===== src/rtl/conv_seq_pkg.sv =====
// Shared types for the conv layer sequencer.
// Descriptor word: {stride, padding, wbase, wlen}.
package conv_seq_pkg;

  localparam int DESC_W   = 32;
  localparam int STRIDE_W = 4;
  localparam int PAD_W    = 4;
  localparam int WBASE_W  = 16;
  localparam int WLEN_W   = 8;

  typedef enum logic [2:0] {
    S_IDLE,
    S_FETCH,
    S_LOAD_W,
    S_START,
    S_RUN,
    S_NEXT,
    S_DONE,
    S_ERROR
  } state_e;

  typedef struct packed {
    logic [STRIDE_W-1:0] stride;
    logic [PAD_W-1:0]    padding;
    logic [WBASE_W-1:0]  wbase;
    logic [WLEN_W-1:0]   wlen;
  } desc_t;

endpackage


===== src/rtl/conv_seq_if.sv =====
// Control, weight-load and engine bundle of the sequencer.
// master = sequencer side, slave = PS / engine side.
interface conv_seq_if #(
  parameter int NUM_LAYERS = 8
);
  localparam int LAW = $clog2(NUM_LAYERS);

  logic           cfg_we;
  logic [LAW-1:0] cfg_addr;
  logic [31:0]    cfg_wdata;
  logic [LAW:0]   run_layers;
  logic           start;
  logic           abort;
  logic           busy;
  logic           done;
  logic           aborted;
  logic           error;
  logic [LAW-1:0] err_layer;
  logic [LAW-1:0] layer_idx;
  logic           buf_sel;
  logic           wl_req;
  logic [15:0]    wl_base;
  logic [7:0]     wl_len;
  logic           wl_ack;
  logic           eng_start;
  logic           eng_done;
  logic [7:0]     eng_stride;
  logic [7:0]     eng_padding;

  modport master (
    input  cfg_we, cfg_addr, cfg_wdata,
    input  run_layers, start, abort,
    input  wl_ack, eng_done,
    output busy, done, aborted, error,
    output err_layer, layer_idx, buf_sel,
    output wl_req, wl_base, wl_len,
    output eng_start, eng_stride, eng_padding
  );

  modport slave (
    output cfg_we, cfg_addr, cfg_wdata,
    output run_layers, start, abort,
    output wl_ack, eng_done,
    input  busy, done, aborted, error,
    input  err_layer, layer_idx, buf_sel,
    input  wl_req, wl_base, wl_len,
    input  eng_start, eng_stride, eng_padding
  );

endinterface


===== src/rtl/conv_desc_ram.sv =====
// Layer descriptor table: one write port, one registered read port.
// Contents are not reset.
module conv_desc_ram
  import conv_seq_pkg::*;
#(
  parameter int DEPTH = 8,
  parameter int AW    = $clog2(DEPTH)
) (
  input  logic              clk,
  input  logic              we_i,
  input  logic [AW-1:0]     waddr_i,
  input  logic [DESC_W-1:0] wdata_i,
  input  logic [AW-1:0]     raddr_i,
  output logic [DESC_W-1:0] rdata_o
);

  logic [DESC_W-1:0] mem_q [DEPTH];
  logic [DESC_W-1:0] rdata_q;

  always_ff @(posedge clk) begin
    if (we_i) mem_q[waddr_i] <= wdata_i;
    rdata_q <= mem_q[raddr_i];
  end

  assign rdata_o = rdata_q;

endmodule


===== src/rtl/conv_layer_sequencer.sv =====
// Steps a layer list through one shared conv engine:
// weight load, engine start, wait done, ping-pong buffers.
module conv_layer_sequencer
  import conv_seq_pkg::*;
#(
  parameter int NUM_LAYERS = 8,
  parameter int TIMEOUT_W  = 20
) (
  input logic        clk,
  input logic        rst_n,
  conv_seq_if.master bus
);

  localparam int LAW = $clog2(NUM_LAYERS);
  localparam logic [LAW:0] MAX_RUN = NUM_LAYERS[LAW:0];
  // Last count before the watchdog would hit all-ones
  localparam logic [TIMEOUT_W-1:0] WD_LAST =
    {{(TIMEOUT_W-1){1'b1}}, 1'b0};

  state_e              state_q, state_d;
  logic [LAW-1:0]      layer_q, layer_d;
  logic [LAW:0]        run_q, run_d;
  logic                buf_q, buf_d;
  logic                abt_q, abt_d;
  logic                err_q, err_d;
  logic [LAW-1:0]      errl_q, errl_d;
  logic [TIMEOUT_W-1:0] wd_q, wd_d;
  desc_t               desc_q, desc_d;

  logic [DESC_W-1:0]   ram_rdata;
  desc_t               fetched;
  logic [LAW:0]        run_clamp;
  logic                ram_we;
  logic                last;

  assign ram_we    = bus.cfg_we && (state_q == S_IDLE);
  assign fetched   = desc_t'(ram_rdata);
  assign run_clamp = (bus.run_layers > MAX_RUN) ?
                     MAX_RUN : bus.run_layers;
  assign last      = ({1'b0, layer_q} == run_q - 1'b1);

  conv_desc_ram #(
    .DEPTH (NUM_LAYERS),
    .AW    (LAW)
  ) u_ram (
    .clk     (clk),
    .we_i    (ram_we),
    .waddr_i (bus.cfg_addr),
    .wdata_i (bus.cfg_wdata),
    .raddr_i (layer_d),
    .rdata_o (ram_rdata)
  );

  always_comb begin
    state_d = state_q;
    layer_d = layer_q;
    run_d   = run_q;
    buf_d   = buf_q;
    abt_d   = abt_q;
    err_d   = err_q;
    errl_d  = errl_q;
    wd_d    = wd_q;
    desc_d  = desc_q;
    unique case (state_q)
      S_IDLE: begin
        if (bus.start && !bus.abort) begin
          run_d   = run_clamp;
          layer_d = '0;
          buf_d   = 1'b0;
          abt_d   = 1'b0;
          err_d   = 1'b0;
          state_d = (run_clamp == '0) ? S_DONE : S_FETCH;
        end
      end
      S_FETCH: begin
        desc_d  = fetched;
        wd_d    = '0;
        state_d = (fetched.wlen == '0) ? S_START : S_LOAD_W;
      end
      S_LOAD_W: begin
        if (bus.wl_ack)          state_d = S_START;
        else if (wd_q == WD_LAST) state_d = S_ERROR;
        else                      wd_d = wd_q + 1'b1;
      end
      S_START: begin
        wd_d    = '0;
        state_d = S_RUN;
      end
      S_RUN: begin
        // Zero count marks the cycle right after START
        if (bus.eng_done && wd_q != '0) state_d = S_NEXT;
        else if (wd_q == WD_LAST)       state_d = S_ERROR;
        else                            wd_d = wd_q + 1'b1;
      end
      S_NEXT: begin
        if (last) begin
          state_d = S_DONE;
        end else begin
          layer_d = layer_q + 1'b1;
          buf_d   = ~buf_q;
          state_d = S_FETCH;
        end
      end
      S_DONE:  state_d = S_IDLE;
      S_ERROR: begin
        err_d   = 1'b1;
        errl_d  = layer_q;
        state_d = S_IDLE;
      end
      default: state_d = S_IDLE;
    endcase
    if (state_q != S_IDLE && bus.abort) begin
      state_d = S_IDLE;
      abt_d   = 1'b1;
      err_d   = err_q;
      errl_d  = errl_q;
    end
  end

  always_ff @(posedge clk or negedge rst_n) begin
    if (!rst_n) begin
      state_q <= S_IDLE;
      layer_q <= '0;
      run_q   <= '0;
      buf_q   <= 1'b0;
      abt_q   <= 1'b0;
      err_q   <= 1'b0;
      errl_q  <= '0;
      wd_q    <= '0;
      desc_q  <= '0;
    end else begin
      state_q <= state_d;
      layer_q <= layer_d;
      run_q   <= run_d;
      buf_q   <= buf_d;
      abt_q   <= abt_d;
      err_q   <= err_d;
      errl_q  <= errl_d;
      wd_q    <= wd_d;
      desc_q  <= desc_d;
    end
  end

  assign bus.busy        = (state_q != S_IDLE);
  assign bus.done        = (state_q == S_DONE);
  assign bus.wl_req      = (state_q == S_LOAD_W);
  assign bus.eng_start   = (state_q == S_START);
  assign bus.aborted     = abt_q;
  assign bus.error       = err_q;
  assign bus.err_layer   = errl_q;
  assign bus.layer_idx   = layer_q;
  assign bus.buf_sel     = buf_q;
  assign bus.wl_base     = desc_q.wbase;
  assign bus.wl_len      = desc_q.wlen;
  assign bus.eng_stride  = {4'b0, desc_q.stride};
  assign bus.eng_padding = {4'b0, desc_q.padding};

endmodule


===== src/flat_wrapper.sv =====
// flat-port wrapper written by rule: the top's interface ports become plain ports
module conv_layer_sequencer_flat import conv_seq_pkg::*;
#(
  parameter int NUM_LAYERS = 8,
  parameter int TIMEOUT_W  = 20
)
  (clk, rst_n, bus_cfg_we, bus_cfg_addr, bus_cfg_wdata, bus_run_layers, bus_start, bus_abort, bus_wl_ack, bus_eng_done, bus_busy, bus_done, bus_aborted, bus_error, bus_err_layer, bus_layer_idx, bus_buf_sel, bus_wl_req, bus_wl_base, bus_wl_len, bus_eng_start, bus_eng_stride, bus_eng_padding);
  conv_seq_if #(.NUM_LAYERS(NUM_LAYERS)) bus_i ();
  input logic clk;
  input logic rst_n;
  input wire logic [$bits(bus_i.cfg_we)-1:0] bus_cfg_we;
  input wire logic [$bits(bus_i.cfg_addr)-1:0] bus_cfg_addr;
  input wire logic [$bits(bus_i.cfg_wdata)-1:0] bus_cfg_wdata;
  input wire logic [$bits(bus_i.run_layers)-1:0] bus_run_layers;
  input wire logic [$bits(bus_i.start)-1:0] bus_start;
  input wire logic [$bits(bus_i.abort)-1:0] bus_abort;
  input wire logic [$bits(bus_i.wl_ack)-1:0] bus_wl_ack;
  input wire logic [$bits(bus_i.eng_done)-1:0] bus_eng_done;
  output wire logic [$bits(bus_i.busy)-1:0] bus_busy;
  output wire logic [$bits(bus_i.done)-1:0] bus_done;
  output wire logic [$bits(bus_i.aborted)-1:0] bus_aborted;
  output wire logic [$bits(bus_i.error)-1:0] bus_error;
  output wire logic [$bits(bus_i.err_layer)-1:0] bus_err_layer;
  output wire logic [$bits(bus_i.layer_idx)-1:0] bus_layer_idx;
  output wire logic [$bits(bus_i.buf_sel)-1:0] bus_buf_sel;
  output wire logic [$bits(bus_i.wl_req)-1:0] bus_wl_req;
  output wire logic [$bits(bus_i.wl_base)-1:0] bus_wl_base;
  output wire logic [$bits(bus_i.wl_len)-1:0] bus_wl_len;
  output wire logic [$bits(bus_i.eng_start)-1:0] bus_eng_start;
  output wire logic [$bits(bus_i.eng_stride)-1:0] bus_eng_stride;
  output wire logic [$bits(bus_i.eng_padding)-1:0] bus_eng_padding;
  assign bus_i.cfg_we = bus_cfg_we;
  assign bus_i.cfg_addr = bus_cfg_addr;
  assign bus_i.cfg_wdata = bus_cfg_wdata;
  assign bus_i.run_layers = bus_run_layers;
  assign bus_i.start = bus_start;
  assign bus_i.abort = bus_abort;
  assign bus_i.wl_ack = bus_wl_ack;
  assign bus_i.eng_done = bus_eng_done;
  assign bus_busy = bus_i.busy;
  assign bus_done = bus_i.done;
  assign bus_aborted = bus_i.aborted;
  assign bus_error = bus_i.error;
  assign bus_err_layer = bus_i.err_layer;
  assign bus_layer_idx = bus_i.layer_idx;
  assign bus_buf_sel = bus_i.buf_sel;
  assign bus_wl_req = bus_i.wl_req;
  assign bus_wl_base = bus_i.wl_base;
  assign bus_wl_len = bus_i.wl_len;
  assign bus_eng_start = bus_i.eng_start;
  assign bus_eng_stride = bus_i.eng_stride;
  assign bus_eng_padding = bus_i.eng_padding;
  conv_layer_sequencer #(.NUM_LAYERS(NUM_LAYERS), .TIMEOUT_W(TIMEOUT_W)) u_core (.clk(clk), .rst_n(rst_n), .bus(bus_i));
endmodule

===== config.mk =====
export PLATFORM = sky130hd
export DESIGN_NAME = conv_layer_sequencer_flat
export DESIGN_NICKNAME = d
export VERILOG_FILES = /design/src/rtl/conv_seq_pkg.sv /design/src/rtl/conv_seq_if.sv /design/src/rtl/conv_desc_ram.sv /design/src/rtl/conv_layer_sequencer.sv /design/src/flat_wrapper.sv
export SDC_FILE = /design/constraint.sdc
export NUM_CORES = 1
export LEC_CHECK = 0
export ABC_AREA = 1
export CORE_ASPECT_RATIO = 1.25
export CORE_MARGIN = 3
export CORE_UTILIZATION = 64
export DETAILED_ROUTE_END_ITERATION = 6
export PLACE_DENSITY = 0.93
export SETUP_SLACK_MARGIN = 0.1
export SYNTH_ARGS = -nofsm -noshare
export SYNTH_HDL_FRONTEND = slang
export SYNTH_SLANG_ARGS = --single-unit

===== constraint.sdc =====
create_clock -name clk -period 9.25 [get_ports clk]
set_input_delay 2.775 -clock clk [delete_from_list [all_inputs] [get_ports clk]]
set_output_delay 2.775 -clock clk [all_outputs]
set_load 0.01 [all_outputs]

# After elaboration in Yosys (flattened, before gate mapping)
# Memories as Yosys holds them, arrays and structs flattened. A register that Yosys moved wholly into a read port is not among the register bits.
# Cells that the tools add are included.
totals:
  ff_bits: 68
  ram_bits: 256
  inputBits: 46
  memories: 1
op_classes:
  addsub: 3
  order_cmp: 1
  eq_ne: 14
  muxes: 25
  bitwise: 2
  n_reduce_logical: 23
memory_table:
  columns: ["name", "words", "width", "read_ports", "rd_ports_with_merged_regs", "write_ports", "line", "rtl"]
  rows:
  - ["u_core.u_ram.mem_q", 8, 32, 1, 1, 1, "conv_desc_ram.sv:17", "logic [DESC_W-1:0] mem_q [DEPTH];"]
ops:
  columns: ["op", "count"]
  rows:
  - ["2-to-1 mux 20 bit", 3]
  - ["one-hot mux 20 bit (3 select lines)", 1]
  - ["2-to-1 mux 3 bit", 9]
  - ["one-hot mux 3 bit (7 select lines)", 1]
  - ["adder 20 x 1 -> 20 bit, second input constant", 1]
  - ["== test 20 bit, second input constant", 1]
  - ["nonzero test 20 bit", 1]
  - ["== test 3 bit, second input constant", 4]
  - ["AND reduction 3 bit", 3]
  - ["zero test 8 bit", 1]
  - ["inequality test 2 bit, second input constant", 4]
  - ["nonzero test 2 bit", 4]
  - ["2-to-1 mux 1 bit", 7]
  - ["== test 3 x 2 -> 1 bit, second input constant", 2]
  - ["one-hot mux 3 bit (2 select lines)", 1]
  - ["AND reduction 2 bit", 3]
  - ["nonzero test 3 bit", 2]
  - ["== test 3 x 4 -> 1 bit", 1]
  - ["> comparator 4 bit, second input constant", 1]
  - ["logical AND 1 bit", 4]
  - ["zero test 4 bit", 1]
  - ["2-to-1 mux 4 bit", 1]
  - ["one-hot mux 1 bit (2 select lines)", 2]
  - ["OR reduction 2 bit", 2]
  - ["7 further kinds", 8]

# Longest topological paths before layout
# Gate-level depths: netlist of the first run.
depth:
  depth_word: 7
  depth_mapped: 18
  mapped_depth_nobuf: 16

# Cells and area by module
# A second synthesis of the first run with hierarchy kept.
hier_totals:
  hier_cells: 1585
  area_unflattened_um2: 15506.1
by_module_without_submodules:
  columns: ["mod", "n_inst", "cells_per_inst", "area_each_um2", "seq_area_each_um2"]
  rows:
  - ["conv_desc_ram", 1, 1156, 11872.6, 8328.0]
  - ["conv_layer_sequencer", 1, 429, 3633.5, 1701.6]

# Worst setup path after synthesis of the first run
# OpenSTA, ideal clock, no wires.
synth_path:
  kind: "input to register"
  from: "input bus_cfg_we"
  to: "memory u_core.u_ram.mem_q[0][0] (enable)"
  setup_ns: 0.461
  arrival_ns: 5.229
  required_time_ns: 8.789
  slack_ns: 3.559
  path_stages: 4
  cell_sequence: "inv_1 -> nor2_1 -> nand2_1 -> nor3_1"
synth_via:
  elab_chain_cells: 3
synth_rtl:
  columns: ["element", "line", "rtl"]
  rows:
  - ["start: declaration", "flat_wrapper.sv:11", "input wire logic [$bits(bus_i.cfg_we)-1:0] bus_cfg_we;"]
  - ["logical AND 1 bit", "conv_layer_sequencer.sv:36", "assign ram_we = bus.cfg_we && (state_q == S_IDLE);"]
  - ["2-to-1 mux 1 bit", "conv_desc_ram.sv:21", "if (we_i) mem_q[waddr_i] <= wdata_i;"]
  - ["2-to-1 mux 1 bit (not written as such)", "conv_desc_ram.sv:21", null]
  - ["end: declaration", "conv_desc_ram.sv:17", null]
# No other way between the ends.

# Final worst setup path of the first run
layout_path:
  from: "input bus_abort"
  to: "register u_core.u_ram.rdata_q[21] (netlist: u_core.u_ram.rdata_o[21]), read port of u_core.u_ram.mem_q"
layout_via:
  elab_chain_cells: 4
layout_rtl:
  columns: ["element", "line", "rtl"]
  rows:
  - ["start: declaration", "flat_wrapper.sv:16", "input wire logic [$bits(bus_i.abort)-1:0] bus_abort;"]
  - ["zero test 1 bit", "conv_layer_sequencer.sv:66", "if (bus.start && !bus.abort) begin"]
  - ["logical AND 1 bit", "conv_layer_sequencer.sv:66", null]
  - ["2-to-1 mux 3 bit", "conv_layer_sequencer.sv:66", null]
  - ["one-hot mux 3 bit (2 select lines)", "conv_layer_sequencer.sv:64", "unique case (state_q)"]
  - ["end: declaration", "conv_desc_ram.sv:18", "logic [DESC_W-1:0] rdata_q;"]
# No other way between the ends.
# A chain may end at the register's enable or synchronous reset.

==> results.md, run 1 <==
* Number of nets in the layout at 1,700
* Post-detail-place hpwl at 20.2 mm
* Type of element launching the critical path: primary input
* Cell with the largest stage delay on the worst path: sky130_fd_sc_hd__buf_4
* Max frequency at 181 MHz
* Maxcap violations at 0
* Status: finished, final reports clean
* Die outline width at 145 um
* Share of synthesized area occupied by flip-flops and latches at 0.644
* Worst hold path class: reg -> reg
* Max-slew headroom at 0.214
* Root buffer cell: sky130_fd_sc_hd__clkbuf_16
* Crit path cell chain: clkdlybuf4s50_1, inv_1, nand2_1, nand2_1, nand2_1, clkinv_1, nand3_4, nand2_4, buf_4, nand2_1, nand3_1, nand2_1, nand2_1, nand2_1
* Crit path required time at 9.65 ns
* Total of flip-flops plus latches after synthesis at 356
* Total DRC errors in the routed layout at 0
* Slew at the pin with the worst max-slew slack at 1.17 ns
* Cell area after technology mapping at between 15,000 and 20,000 um2
* Distinct cell type count after synthesis at 34
* Post-layout utilization of the core at 0.748
* Count of placed standard cells including taps at 1,938
* Maximum fanout encountered on the critical timing path at 85
* Remaining antenna violation count after routing at 0
* Antenna violations before repair at 1
* Final setup violating endpoints at 0
* Max IR drop VDD at 0.233 mV
* Type of the worst setup path: in -> reg
* Final non-filler cell area at between 15,000 and 20,000 um2
* Maximum number of pins on one net before global-route repair at slightly below 100
* Drt initial violations at 1,431
* Design Power at around 4.8 mW
* Fraction of final layout cells sized beyond drive strength 1 at 0.0741
* DR pass1 iterations at 7
* Area enclosed by the die boundary at 26,200 um2
* Vias in the first global route at roughly 12,000
* Mean cell area of the mapped netlist at a little under 10 um2
* Number of H-tree levels at 2
* Placed cell area at 16,700 um2
* Data arrival at the endpoint of the critical path at slightly below 6 ns
* TritonCTS sink count at 356
* Fill cells at 1,427
* Yosys Warn Count at 0
* Non-filler cells in the finished layout at 2,000
* Num CTS Buffers at 34
* TritonCTS clock tree: yes
* Final weighted congestion in routability-driven placement at 0.934
* Final worst path period need at 5.53 ns
* Static leakage at 7.88 nW
* Crit-path most repeated cell: sky130_fd_sc_hd__nand2_1
* Share of the clock period used by the worst path at 0.598
* Number of vias in the routed layout at 11,500
* Setup skew after layout at about 0.014 ns
* Post-synthesis instance total at between 1,500 and 2,000
* Areal power density over the cells at around 270 nW/um2
* Post-CTS setup buffer count at 0
* Sequential standard cell area at 10,000 um2
* Initial core utilization at 0.654
* Number of rows in the core area at 63
* Overall die height at roughly 180 um
* Endpoint class of the critical path: flop
* Count of input and output buffers at 90
* CTS Buffer Depth at 3
* Pins Over Slew Limit at 0
* Global-route total usage across every layer at 0.278
* Post-CTS clock slew at the launch and capture registers of the worst setup and hold paths at 0.06 ns
* Number of buffers inserted by hold repair at cts at 0
* Core area at 23,800 um2
* I/O pin cnt at 99
* Unrepaired setup endpoints after global routing: false
* First-pass GRT wire length at 58.2 mm
* CTS-repair resized insts at 0
* Maximum single-stage delay on the critical path at 0.80 ns
* Area delta synth->final at 14.4%
* Via-per-instance ratio at 5.76
* Average wire per cell in the routed design at between 15 and 20 um
* Clock latency at the later pin of the worst-skew pair at 0.51 ns
* Leftover overflow at the end of global routing at 0
* Area occupied by multi-input gates at 4150 um2
* Final number of hold-violating endpoints at 0
* Final-layout setup total negative slack at 0 ns
* Total Routed Length at around 37 mm
## critical path: cells and delay by family
kind / cells / cell delay (ns)
buffers and inverters: 4 / 1.37
and+or+nand+nor: 10 / 1.72
## cell families (layout without fill, tap and decap cells)
logic type,count (synthesis),count (layout),synth area share
and+or+nand+nor,755,755,0.212
buffers and inverters,378,466,0.0966
DFF,356,356,0.644
AOI/OAI and AO/OA,47,47,0.0169
muxes,31,31,0.0224
xor gates and xnor gates,6,6,0.00338
adders and majority gates,5,5,0.00402
other,1,9,0.000241
## final timing paths
check,cells past startpoint,endpoint,startpoint,slack [ns]
max,14,u_core.u_ram.rdata_o[21],bus_abort,3.72
min,1,u_core.bus.eng_stride[1],u_core.u_ram.rdata_o[29],0.46
max reg2reg,16,u_core.u_ram.rdata_o[21],u_core.run_q[0],5.48
min reg2reg,1,u_core.bus.eng_stride[1],u_core.u_ram.rdata_o[29],0.46
max in group asynchronous,1,u_core.bus.eng_padding[1],rst_n,6.21
min in group asynchronous,1,u_core.bus.error,rst_n,2.41
## synthesized netlist by cell type
cell / count / area, um2
sky130_fd_sc_hd__a21o_1: 1 / 7.51
sky130_fd_sc_hd__a21oi_1: 8 / 40.0
sky130_fd_sc_hd__a21oi_4: 1 / 16.3
sky130_fd_sc_hd__buf_1: 2 / 7.51
sky130_fd_sc_hd__buf_2: 41 / 205
sky130_fd_sc_hd__buf_4: 9 / 67.6
sky130_fd_sc_hd__clkbuf_1: 27 / 101
sky130_fd_sc_hd__clkinv_1: 2 / 7.51
sky130_fd_sc_hd__conb_1: 1 / 3.75
sky130_fd_sc_hd__dfrtp_1: 68 / 1700
sky130_fd_sc_hd__dfxtp_1: 32 / 641
sky130_fd_sc_hd__edfxtp_1: 256 / 7690
sky130_fd_sc_hd__ha_1: 5 / 62.6
sky130_fd_sc_hd__inv_1: 292 / 1100
sky130_fd_sc_hd__inv_2: 5 / 18.8
sky130_fd_sc_hd__mux2_2: 31 / 349
sky130_fd_sc_hd__nand2_1: 394 / 1480
sky130_fd_sc_hd__nand2_2: 1 / 6.26
sky130_fd_sc_hd__nand3_1: 284 / 1420
sky130_fd_sc_hd__nand3b_1: 1 / 7.51
sky130_fd_sc_hd__nand4_1: 12 / 75.1
sky130_fd_sc_hd__nor2_1: 33 / 124
sky130_fd_sc_hd__nor2_2: 1 / 6.26
sky130_fd_sc_hd__nor3_1: 11 / 55.1
sky130_fd_sc_hd__nor3_4: 1 / 16.3
sky130_fd_sc_hd__nor3b_1: 1 / 7.51
sky130_fd_sc_hd__nor4_1: 8 / 50.1
sky130_fd_sc_hd__o211a_1: 1 / 10.0
sky130_fd_sc_hd__o211ai_1: 2 / 15.0
sky130_fd_sc_hd__o21ai_0: 33 / 165
sky130_fd_sc_hd__o41ai_1: 1 / 8.76
sky130_fd_sc_hd__or2_2: 8 / 50.1
sky130_fd_sc_hd__xnor2_1: 1 / 8.76
sky130_fd_sc_hd__xor2_1: 5 / 43.8
## power by group
group	internal (mW)	switching, mW	leakage, nW	total [mW]
Clock	0.777	0.570	0.519	1.35
Sequential	1.94	0.126	3.44	2.07
Combinational	0.524	0.880	3.92	1.40
Total	3.25	1.58	7.88	4.82
## area by class of cell
class,count,area share
Antenna cell,1,0.000141
Sequential cell,356,0.563
Inverter,299,0.0630
Clock buffer,46,0.0532
Multi-Input combinational cell,852,0.233
Timing Repair Buffer,106,0.0572
Clock inverter,15,0.00724
Tap cell,325,0.0228
## per-stage QoR
| step | setup slack (ns) | hold WS, ns |
|---|---|---|
| final | 3.72 | 0.461 |
| after global routing | 3.50 | 0.480 |
| after detailed placement | 3.40 | 0.449 |
| after global placement | 3.64 | 0.443 |
| after CTS | 3.81 | 0.464 |
| after floorplan | 3.56 | 0.440 |
## flip-flops by register name (all words and copies together) (netlist names), 4 cells and up
register,cells
u_core.u_ram.mem_q,256
u_core.run_q,4
u_core.bus.wl_base,16
u_core.wd_q,20
u_core.bus.eng_padding,4
u_core.bus.wl_len,8
u_core.u_ram.rdata_o,32
u_core.bus.eng_stride,4
## per-layer routing
layer | share of wire | GRT usage | vias up
met5 | 0 | 0 | -
met4 | 0.051 | 0.146 | 0
met3 | 0.090 | 0.0433 | 181
met2 | 0.51 | 0.491 | 708
met1 | 0.35 | 0.329 | 5401
li1 | - | - | 5226
## layout by cell type (no fill, tap or decap), types with 6 or more instances in the layout
cell type / count
sky130_fd_sc_hd__nand4_1: 12
sky130_fd_sc_hd__a21oi_1: 8
sky130_fd_sc_hd__clkbuf_16: 35
sky130_fd_sc_hd__mux2_2: 31
sky130_fd_sc_hd__o21ai_0: 33
sky130_fd_sc_hd__nor3_1: 9
sky130_fd_sc_hd__nand3_1: 282
sky130_fd_sc_hd__buf_4: 17
sky130_fd_sc_hd__nor4_1: 8
sky130_fd_sc_hd__nor2_4: 6
sky130_fd_sc_hd__conb_1: 8
sky130_fd_sc_hd__nor2_1: 27
sky130_fd_sc_hd__nand2_1: 391
sky130_fd_sc_hd__dfrtp_1: 68
sky130_fd_sc_hd__clkdlybuf4s50_1: 89
sky130_fd_sc_hd__clkinv_1: 9
sky130_fd_sc_hd__inv_1: 292
sky130_fd_sc_hd__clkbuf_1: 8
sky130_fd_sc_hd__dfxtp_1: 32
sky130_fd_sc_hd__edfxtp_1: 256
sky130_fd_sc_hd__or2_2: 8
No activity file was read; power rests on OpenSTA's default activity.
==> inputs of run 2 (changes only) <==
--- a/config.mk
+++ b/config.mk
@@ -8,9 +8,9 @@
 export ABC_AREA = 1
 export CORE_ASPECT_RATIO = 1.25
 export CORE_MARGIN = 3
-export CORE_UTILIZATION = 64
+export CORE_UTILIZATION = 54
 export DETAILED_ROUTE_END_ITERATION = 6
-export PLACE_DENSITY = 0.93
+export PLACE_DENSITY = 0.85
 export SETUP_SLACK_MARGIN = 0.1
 export SYNTH_ARGS = -nofsm -noshare
 export SYNTH_HDL_FRONTEND = slang
==> constraint.sdc (replaced) <==
create_clock -name clk -period 4.6 [get_ports clk]
set_input_delay 1.38 -clock clk [delete_from_list [all_inputs] [get_ports clk]]
set_output_delay 1.38 -clock clk [all_outputs]
set_load 0.01 [all_outputs]
==> results.md, run 2 (same netlist as run 1, synthesis figures left out) <==
* Post-CTS setup buffer count at 0 (unchanged)
* Total Routed Length at 36.2 mm (was 37.1 mm)
* I/O pin cnt at 99 (unchanged)
* Tightest hold margin at 0.458 ns (was 0.461 ns)
* Max frequency at 294 MHz
* Endpoint class of the critical path: output pin (was flop)
* Number of rows in the core area at 68 (was 63)
* Clock latency at the later pin of the worst-skew pair at 0.53 ns (was 0.51 ns)
* Core area at 28,000 um2 (was 23,800 um2)
* Share of the clock period used by the worst path at 0.739
* TritonCTS sink count at 356 (unchanged)
* Num CTS Buffers at 36 (was 34)
* Remaining antenna violation count after routing at 0 (unchanged)
* Maximum number of pins on one net before global-route repair at 129 (was 99)
* Crit-path most repeated cell: sky130_fd_sc_hd__inv_2 (was sky130_fd_sc_hd__nand2_1)
* DR pass1 iterations at 5 (was 7)
* Die outline width at 158 um (was 145 um)
* Average wire per cell in the routed design at 17.8 um (was 18.6 um)
* Leftover overflow at the end of global routing at 0 (unchanged)
* Crit path required time at 3.22 ns (was 9.65 ns)
* Via-per-instance ratio at 5.54 (was 5.76)
* Final worst path period need at 3.40 ns
* Final weighted congestion in routability-driven placement at 0.891 (was 0.934)
* CTS-repair resized insts at 0 (unchanged)
* Highest-count cells in the layout ignoring fill and taps: 391 x sky130_fd_sc_hd__nand2_1, 292 x sky130_fd_sc_hd__inv_1, 282 x sky130_fd_sc_hd__nand3_1, 256 x sky130_fd_sc_hd__edfxtp_1, 89 x sky130_fd_sc_hd__clkdlybuf4s50_1 (unchanged)
* Maximum single-stage delay on the critical path at 0.49 ns (was 0.80 ns)
* First-pass GRT wire length at 57.5 mm (was 58.2 mm)
* Max IR drop VDD at 0.363 mV (was 0.233 mV)
* Startpoint of the most critical register-to-register path: u_core.run_q[0] (unchanged)
* Type of the worst setup path: reg -> out (was in -> reg)
* Status: finished, final reports clean (unchanged)
* Final setup violating endpoints at 0 (unchanged)
* Post-CTS clock slew at the launch and capture registers of the worst setup and hold paths at 0.06 ns (about the same)
* Areal power density over the cells at 556 nW/um2 (was 271 nW/um2)
* Initial core utilization at 0.556 (was 0.654)
* Count of input and output buffers at 90 (unchanged)
* Drt initial violations at 1,189 (was 1,431)
* Slew at the pin with the worst max-slew slack at 1.30 ns (was 1.17 ns)
* Cell with the largest stage delay on the worst path: sky130_fd_sc_hd__clkdlybuf4s50_1 (was sky130_fd_sc_hd__buf_4)
* Final number of hold-violating endpoints at 0 (unchanged)
* CTS Buffer Depth at 3 (unchanged)
* Fill cells at 1,970 (was 1,427)
* Number of diodes added for antenna fixing at 0 (was 1)
* R2R cell count at 15 (was 16)
* Register containing the most flip-flops in the final layout: u_core.u_ram.mem_q (unchanged)
* Number of buffers inserted by hold repair at cts at 0 (unchanged)
* Data arrival at the endpoint of the critical path at 2.02 ns (was 5.93 ns)
* Fraction of final layout cells sized beyond drive strength 1 at 0.0831 (was 0.0741)
* Area enclosed by the die boundary at 30,900 um2 (was 26,200 um2)
* Area delta synth->final at 16.3% (was 14.4%)
* Worst Hold Endpoint: u_core.bus.eng_padding[3] (was u_core.bus.eng_stride[1])
* Number of vias in the routed layout at 11,300 (was 11,500)
* Static leakage at 8.03 nW (was 7.88 nW)
* Total DRC errors in the routed layout at 0 (unchanged)
* Type of element launching the critical path: flop (was primary input)
* Overall die height at 196 um (was 180 um)
* Maxcap violations at 0 (unchanged)
* Maximum fanout encountered on the critical timing path at 6 (was 85)
* Post-detail-place hpwl at 20.7 mm (was 20.2 mm)
* Number of nets in the layout at 1,707 (was 1,700)
* Worst hold path class: reg -> reg (unchanged)
* Max-slew headroom at 0.136 (was 0.214)
* Number of instances on the worst hold path at 1 (unchanged)
* Root buffer cell: sky130_fd_sc_hd__clkbuf_16 (unchanged)
* Unrepaired setup endpoints after global routing: false (unchanged)
* Crit path cell chain: inv_2, nand2_2, nor2_2, inv_2, clkdlybuf4s50_1 (was clkdlybuf4s50_1, inv_1, nand2_1, nand2_1, nand2_1, clkinv_1, nand3_4, nand2_4, buf_4, nand2_1, nand3_1, nand2_1, nand2_1, nand2_1)
* Vias in the first global route at 11,200 (was 11,600)
* Flip-flop count of the largest register after layout at 256 (unchanged)
* Number of H-tree levels at 2 (unchanged)
* Pins Over Slew Limit at 0 (unchanged)
* Bufs and invs on worst path at 3 (was 4)
* Antenna violations before repair at 1 (unchanged)
* Commonest non-fill, non-tap cell in the layout: sky130_fd_sc_hd__nand2_1 (unchanged)
* Crit path max-delay family: buffers and inverters (was simple AND/OR/NAND/NOR gates)
* Final-layout setup total negative slack at 0 ns (unchanged)
* Reg2reg end: u_core.u_ram.rdata_o[1] (was u_core.u_ram.rdata_o[21])
* TritonCTS clock tree: yes (unchanged)
* Worst Hold Launch: u_core.u_ram.rdata_o[27] (was u_core.u_ram.rdata_o[29])
* Setup skew after layout at 0.0311 ns (was 0.0141 ns)
* Global-route total usage across every layer at 0.235 (was 0.278)
* Worst reg-to-reg setup slack at 1.36 ns (was 5.48 ns)
[run 2: changes by cell type in the layout (fill, tap and decap cells not counted), moves of 3 or more]
cell and delta:
sky130_fd_sc_hd__clkbuf_8 +3, sky130_fd_sc_hd__clkbuf_16 +4, sky130_fd_sc_hd__buf_12 +3, sky130_fd_sc_hd__clkinv_1 -5, sky130_fd_sc_hd__clkinv_2 +3
[run 2: worst max path at each step]
stage / endpoint / cells after the start / from / slack (ns)
after floorplan: u_core.u_ram.mem_q[0][0] / 4 / bus_cfg_we / 0.30
after global placement: u_core.u_ram.rdata_o[3] / 14 / bus_abort / 1.00
after global routing: u_core.u_ram.rdata_o[19] / 15 / u_core.run_q[0] / 1.08
after CTS: bus_busy / 5 / u_core.state_q[0] / 1.18
final: bus_busy / 5 / u_core.state_q[0] / 1.20
after detailed placement: u_core.u_ram.rdata_o[4] / 14 / bus_abort / 0.90
[run 2: metal layers]
layer	part of all wire	global-route usage
met1	0.37	0.291
met2	0.51	0.409
met3	0.079	0.0384
met4	0.033	0.0971
met5	0.00025	0
[run 2: area by class of cell]
class / count / area (um2) / area share
Timing Repair Buffer: 111 / 1090 / 0.0604
Inverter: 299 / 1120 / 0.0620
Tap cell: 350 / 438 / 0.0242
Clock inverter: 14 / 186 / 0.0103
Clock buffer: 52 / 1080 / 0.0599
Multi-Input combinational cell: 852 / 4150 / 0.229
Sequential cell: 356 / 10000 / 0.554
[run 2: per-stage QoR]
| step | total power, mW | setup WS, ns | area, um2 | instances | utilization |
|---|---|---|---|---|---|
| finish | 10.1 | 1.20 | 18100 | 2034 | 0.647 |
| CTS | 10.1 | 1.18 | 18100 | 2034 | 0.647 |
| detailed placement | 7.01 | 0.901 | 16800 | 1968 | 0.601 |
| global placement | 6.87 | 1.00 | 16800 | 1968 | 0.601 |
| floorplan | 6.00 | 0.304 | 15600 | 1586 | - |
| global route | 10.6 | 1.08 | 18100 | 2034 | 0.647 |
[run 2: report_power, final]
group	switching (mW)	internal, mW
logic	1.72	1.09
clock network	1.20	1.87
registers	0.260	3.91
==> inputs of run 3 (changes only) <==
==> constraint.sdc (replaced) <==
create_clock -name clk -period 2.73 [get_ports clk]
set_input_delay 0.819 -clock clk [delete_from_list [all_inputs] [get_ports clk]]
set_output_delay 0.819 -clock clk [all_outputs]
set_load 0.01 [all_outputs]
==> results.md, run 3 (same netlist as run 1, synthesis figures left out) <==
* TritonCTS sink count at 356 (unchanged)
* R2R cell count at 15 (unchanged)
* Maximum number of pins on one net before global-route repair at 97 (was 129)
* Die outline width at 158 um (unchanged)
* Clock latency at the later pin of the worst-skew pair at 0.52 ns (was 0.53 ns)
* Areal power density over the cells at 914 nW/um2 (was 556 nW/um2)
* Final-layout setup total negative slack at 0 ns (unchanged)
* Number of diodes added for antenna fixing at 0 (unchanged)
* Type of element launching the critical path: flop (unchanged)
* Core area at 28,000 um2 (unchanged)
* Capturing element of the worst setup path: bus_done (was bus_busy)
* Design Power at 16.9 mW (was 10.1 mW)
* Final setup violating endpoints at 0 (unchanged)
* Worst setup path start: u_core.state_q[1] (was u_core.state_q[0])
* Max-slew headroom at 0.633 (was 0.136)
* Final weighted congestion in routability-driven placement at 0.903 (was 0.891)
* TritonCTS clock tree: yes (unchanged)
* DR pass1 iterations at 6 (was 5)
* Number of nets in the layout at 1,736 (was 1,707)
* Register containing the most flip-flops in the final layout: u_core.u_ram.mem_q (unchanged)
* Type of the worst setup path: reg -> out (unchanged)
* Final worst path period need at 2.65 ns
* Unrepaired setup endpoints after global routing: true (was false)
* Flip-flop count of the largest register after layout at 256 (unchanged)
* Count of input and output buffers at 90 (unchanged)
* Setup skew after layout at 0.0184 ns (was 0.0311 ns)
* Total Routed Length at 36.6 mm (was 36.2 mm)
* Initial core utilization at 0.556 (unchanged)
* Post-detail-place hpwl at 22.0 mm (was 20.7 mm)
* Maximum fanout encountered on the critical timing path at 5 (was 6)
* Number of rows in the core area at 68 (unchanged)
* Number of buffers inserted by hold repair at cts at 0 (unchanged)
* Static leakage at 8.19 nW (was 8.03 nW)
* Pins Over Slew Limit at 0 (unchanged)
* Global-route total usage across every layer at 0.237 (was 0.235)
* Via-per-instance ratio at 5.53 (was 5.54)
* Maxcap violations at 0 (unchanged)
* Number of vias in the routed layout at 11,400 (was 11,300)
* Root buffer cell: sky130_fd_sc_hd__clkbuf_16 (unchanged)
* Area enclosed by the die boundary at 30,900 um2 (unchanged)
* Antenna violations before repair at 1 (unchanged)
* Remaining antenna violation count after routing at 0 (unchanged)
* Highest-count cells in the layout ignoring fill and taps: 390 x sky130_fd_sc_hd__nand2_1, 292 x sky130_fd_sc_hd__inv_1, 282 x sky130_fd_sc_hd__nand3_1, 256 x sky130_fd_sc_hd__edfxtp_1, 88 x sky130_fd_sc_hd__clkdlybuf4s50_1 (was 391 x sky130_fd_sc_hd__nand2_1, 292 x sky130_fd_sc_hd__inv_1, 282 x sky130_fd_sc_hd__nand3_1, 256 x sky130_fd_sc_hd__edfxtp_1, 89 x sky130_fd_sc_hd__clkdlybuf4s50_1)
* Worst hold path class: in -> async (was reg -> reg)
* Startpoint of the most critical register-to-register path: u_core.run_q[0] (unchanged)
* I/O pin cnt at 99 (unchanged)
* Overall die height at 196 um (unchanged)
* Total DRC errors in the routed layout at 0 (unchanged)
* Area delta synth->final at 18.9% (was 16.3%)
* Vias in the first global route at 11,400 (was 11,200)
* Share of the clock period used by the worst path at 0.972
* Average wire per cell in the routed design at 17.8 um (about the same)
* Data arrival at the endpoint of the critical path at 1.84 ns (was 2.02 ns)
* Leftover overflow at the end of global routing at 0 (unchanged)
* Crit path required time at 1.91 ns (was 3.22 ns)
* CTS Buffer Depth at 3 (unchanged)
* Final number of hold-violating endpoints at 0 (unchanged)
* Number of H-tree levels at 2 (unchanged)
* First-pass GRT wire length at 58.1 mm (was 57.5 mm)
* Fraction of final layout cells sized beyond drive strength 1 at 0.0987 (was 0.0831)
* Reg2reg end: u_core.u_ram.rdata_o[31] (was u_core.u_ram.rdata_o[1])
* Max frequency at 377 MHz
* Post-CTS clock slew at the launch and capture registers of the worst setup and hold paths at 0.07 ns (was 0.06 ns)
* Drt initial violations at 1,282 (was 1,189)
* Worst reg-to-reg setup slack at 0.28 ns (was 1.36 ns)
* Endpoint class of the critical path: output pin (unchanged)
* Status: finished, final reports clean (unchanged)
* Num CTS Buffers at 35 (was 36)
* Post-layout utilization of the core at 0.661 (was 0.647)
* Commonest non-fill, non-tap cell in the layout: sky130_fd_sc_hd__nand2_1 (unchanged)
* Slew at the pin with the worst max-slew slack at 0.547 ns (was 1.30 ns)
* Max IR drop VDD at 0.662 mV (was 0.363 mV)
## run 3: changes by cell type in the layout (fill, tap and decap cells not counted), moves of 2 or more
| cell | change |
|---|---|
| sky130_fd_sc_hd__buf_12 | +18 |
| sky130_fd_sc_hd__buf_4 | +7 |
| sky130_fd_sc_hd__clkbuf_8 | -6 |
| sky130_fd_sc_hd__buf_6 | +3 |
| sky130_fd_sc_hd__clkbuf_1 | +3 |
| sky130_fd_sc_hd__clkbuf_16 | -3 |
| sky130_fd_sc_hd__clkinvlp_4 | +3 |
| sky130_fd_sc_hd__dfrtp_1 | -3 |
| sky130_fd_sc_hd__dfrtp_2 | +3 |
| sky130_fd_sc_hd__nor3_4 | +3 |
| sky130_fd_sc_hd__buf_16 | +2 |
| sky130_fd_sc_hd__nor3_2 | -2 |
## run 3: worst min-delay path by stage
| stage | to | slack, ns | cells past startpoint |
|---|---|---|---|
| final | u_core.run_q[1] | 0.23 | 1 |
| after global routing | u_core.run_q[1] | 0.25 | 1 |
| after CTS | u_core.run_q[1] | 0.24 | 1 |
| after detailed placement | u_core.bus.eng_padding[1] | 0.45 | 1 |
| after global placement | u_core.bus.eng_padding[3] | 0.44 | 1 |
| after floorplan | u_core.bus.wl_base[10] | 0.44 | 1 |
## run 3: what timing repair did
item                                   in CTS  in global routing
setup endpoints to repair                   3                 22
buffers inserted                            0                  6
endpoints found under the hold margin       0                  0
gates resized for setup                     6                  6
pin swaps                                   0                  1
## run 3: area by class of cell
| class | count | area [um2] |
|---|---|---|
| well taps | 350 | 438 |
| repair buffers | 141 | 1590 |
| multi-input cells | 852 | 4180 |
| fillers | 1886 | 9480 |
| inverters | 299 | 1120 |
| flip-flops and latches | 356 | 10000 |
| clock buffers | 46 | 938 |
| clock inverters | 18 | 209 |
## run 3: per-stage QoR
step	area (um2)	std cells	worst slack [ns]	hold WS, ns
after global routing	18500	2062	-0.00474	0.249
after global placement	17300	1992	0.0756	0.443
after CTS	18400	2056	0.0630	0.240
final	18500	2062	0.0752	0.234
after floorplan	15600	1586	-0.194	0.440
after detailed placement	17300	1992	0.0465	0.451
## run 3: critical path, stage by stage, from the launching register on
cell	delay, ns
sky130_fd_sc_hd__dfrtp_2	0.42
sky130_fd_sc_hd__inv_2	0.09
sky130_fd_sc_hd__nor3_1	0.23
sky130_fd_sc_hd__clkdlybuf4s50_1	0.58
## run 3: per-layer routing
metal / track usage / share of wire / up-vias
met5: 0 / 0.00035 / -
li1: - / - / 5304
met3: 0.0415 / 0.083 / 94
met2: 0.419 / 0.53 / 580
met1: 0.288 / 0.36 / 5413
met4: 0.0913 / 0.027 / 2
## run 3: power breakdown
| group | switching, mW | internal, mW | total (mW) |
|---|---|---|---|
| logic | 3.02 | 2.06 | 5.08 |
| registers | 0.440 | 6.59 | 7.03 |
| clock network | 1.99 | 2.83 | 4.82 |
==> patch, RTL diff (config.mk and constraints of run 3) <==
Re-encode `state_e` (8 states) as Gray code, 3 bits wide.
--- a/src/rtl/conv_seq_pkg.sv
+++ b/src/rtl/conv_seq_pkg.sv
@@ -9,14 +9,14 @@
   localparam int WLEN_W   = 8;
 
   typedef enum logic [2:0] {
-    S_IDLE,
-    S_FETCH,
-    S_LOAD_W,
-    S_START,
-    S_RUN,
-    S_NEXT,
-    S_DONE,
-    S_ERROR
+    S_IDLE   = 3'b000,
+    S_FETCH  = 3'b001,
+    S_LOAD_W = 3'b011,
+    S_START  = 3'b010,
+    S_RUN    = 3'b110,
+    S_NEXT   = 3'b111,
+    S_DONE   = 3'b101,
+    S_ERROR  = 3'b100
   } state_e;
 
   typedef struct packed {
Function: same outputs for any inputs over 4 cycles, from zero or initial values and one cycle with rst_n low; so few cycles prove little.
==> patch against run 3 <==
- combinational power up 17%
- wire length down 3.5%
- area after synthesis up 0.23%
- critical path type unchanged
- register-to-register slack about the same
- sequential share of layout area up 0.51 points
- clock power down 2%
- worst setup slack better by 0.089 ns
- design area down 0.96%
- the flow now finishes with violations (design-rule violations)
- sequential power up 1%
- largest cell class unchanged
- clock skew down 0.0038 ns
- sequential cell count unchanged
- power up 5.2%
==> patch: results (changes against run 3) <==
metric,value,unit,change
globalRouteTotalUtil,0.225,,-0.0119
place_inst,1976,,-0.80%
drive_gt1_frac,0.0915,,-0.00722
synthTopCellsByArea,"edfxtp_1, dfrtp_1, nand2_1, nand3_1, inv_1",,
slew-limit-headroom,0.569,,-0.0634
grt_pass1_wl,55300,microns,-4.7%
cts_made_buffers,36,,+2.9%
gp_routability_congestion,0.914,,+1.3%
regMostFlops,u_core.u_ram.mem_q,,
synthTopCellsByCount,"nand2_1, inv_1, nand3_1",,
via_per_inst,5.45,,-1.3%
grt_pass1_vias,11083,,-2.9%
skew,0.0146,ns,-0.00385 ns
hpwl,20300,microns,-7.8%
drt_first_pass_iters,7,,+1
cp_data_arrival_time,1.75,ns,-0.09 ns
antenna_found_initial,4,,+3
violations,design-rule violations,,
crit_path_start,u_core.state_q[0],,
post_synth_num_cell_types,38,,+12%
fillers,1927,,+2.2%
cp_max_fo,4,,-1
crit_path_end,bus_eng_start,,
grt_max_degree,129,,+33%
largest_register_ffs,256,,unchanged
drc,2,,+2
wl_per_cell,17.3,microns,-2.8%
drt_iter0_markers,1087,,-15%
ir_drop,0.744,mV,+12%
nets,1718,,-1.0%
leakagePower,0.00824,uW,+0.63%
outcome,"finished, violations left",,
synth_area_per_cell,9.91,sq um,+0.54%
[patch: changes by cell type in the layout (fill, tap and decap cells not counted), moves of 4 or more]
cell | before | now
clkinv_2 | 6 | 2
or2_2 | 8 | 4
o21ai_1 | 0 | 5
buf_4 | 26 | 18
nand2_1 | 390 | 385
diode_2 | 0 | 4
o21ai_0 | 33 | 16
nand3_1 | 282 | 275
xnor2_1 | 1 | 6
inv_1 | 292 | 298
[patch: logic make-up (layout without fill, tap and decap cells)]
family,Yosys count,count (layout),share of synthesized area
compound gates,35,35,0.0133
xor+xnor,13,13,0.00730
fa+ha+maj,5,5,0.00401
buf+inv,384,497,0.0989
flops,356,356,0.643
mux,32,32,0.0231
other cells,1,12,0.000240
simple gates,748,748,0.210
[patch: area by class of cell]
type | instances | area share
sequential | 356 | 0.547
multi-input combinational | 841 | 0.227
timing repair buffer | 126 | 0.0771
inverter | 306 | 0.0628
clock buffer | 48 | 0.0533
tap | 350 | 0.0239
clock inverter | 17 | 0.00798
antenna | 4 | 0.000546
[patch: report_power, final]
group	switching, uW	internal, uW
Clock	1980	2720
Combinational	3630	2330
Sequential	474	6660
Total	6090	11700
[patch: critical path, stage by stage, from the launching register on]
cell             delay [ns]
dfrtp_1                0.43
buf_4                  0.16
nor2_2                 0.15
inv_1                  0.11
nor2_1                 0.13
clkdlybuf4s15_1        0.25
[patch: worst min-delay path by stage]
| stage | cells past startpoint | start | end |
|---|---|---|---|
| 2_1_floorplan | 1 | u_core.u_ram.rdata_o[18] | u_core.bus.wl_base[10] |
| 3_3_place_gp | 1 | u_core.u_ram.rdata_o[30] | u_core.bus.eng_stride[2] |
| 3_5_place_dp | 1 | u_core.u_ram.rdata_o[30] | u_core.bus.eng_stride[2] |
| 4_1_cts | 1 | rst_n | u_core.bus.wl_base[3] |
| 5_1_grt | 1 | rst_n | u_core.bus.wl_base[3] |
| 6_report | 1 | rst_n | u_core.bus.error |
[patch: metrics by stage]
step                      worst slack (ns)  setup TNS [ns]  instance area [sq um]  hold slack (ns)
after floorplan                     -0.194          -31.16                  15600            0.440
after global placement               0.101               0                  17100            0.446
after detailed placement            0.0291               0                  17100            0.447
after CTS                           0.0271               0                  18300            0.233
after global routing                0.0804               0                  18300            0.247
final                                0.164               0                  18300            0.232
[patch: repair_timing]
action | in CTS | in global routing
gates resized for setup | 6 | 8
setup endpoints to repair | 4 | 4
setup buffers | 1 | 2
[patch: routing by layer]
| metal | track usage | share of wire |
|---|---|---|
| met2 | 0.402 | 0.52 |
| met3 | 0.0349 | 0.076 |
| met4 | 0.0956 | 0.034 |
| met1 | 0.270 | 0.37 |
| met5 | 0 | 0 |
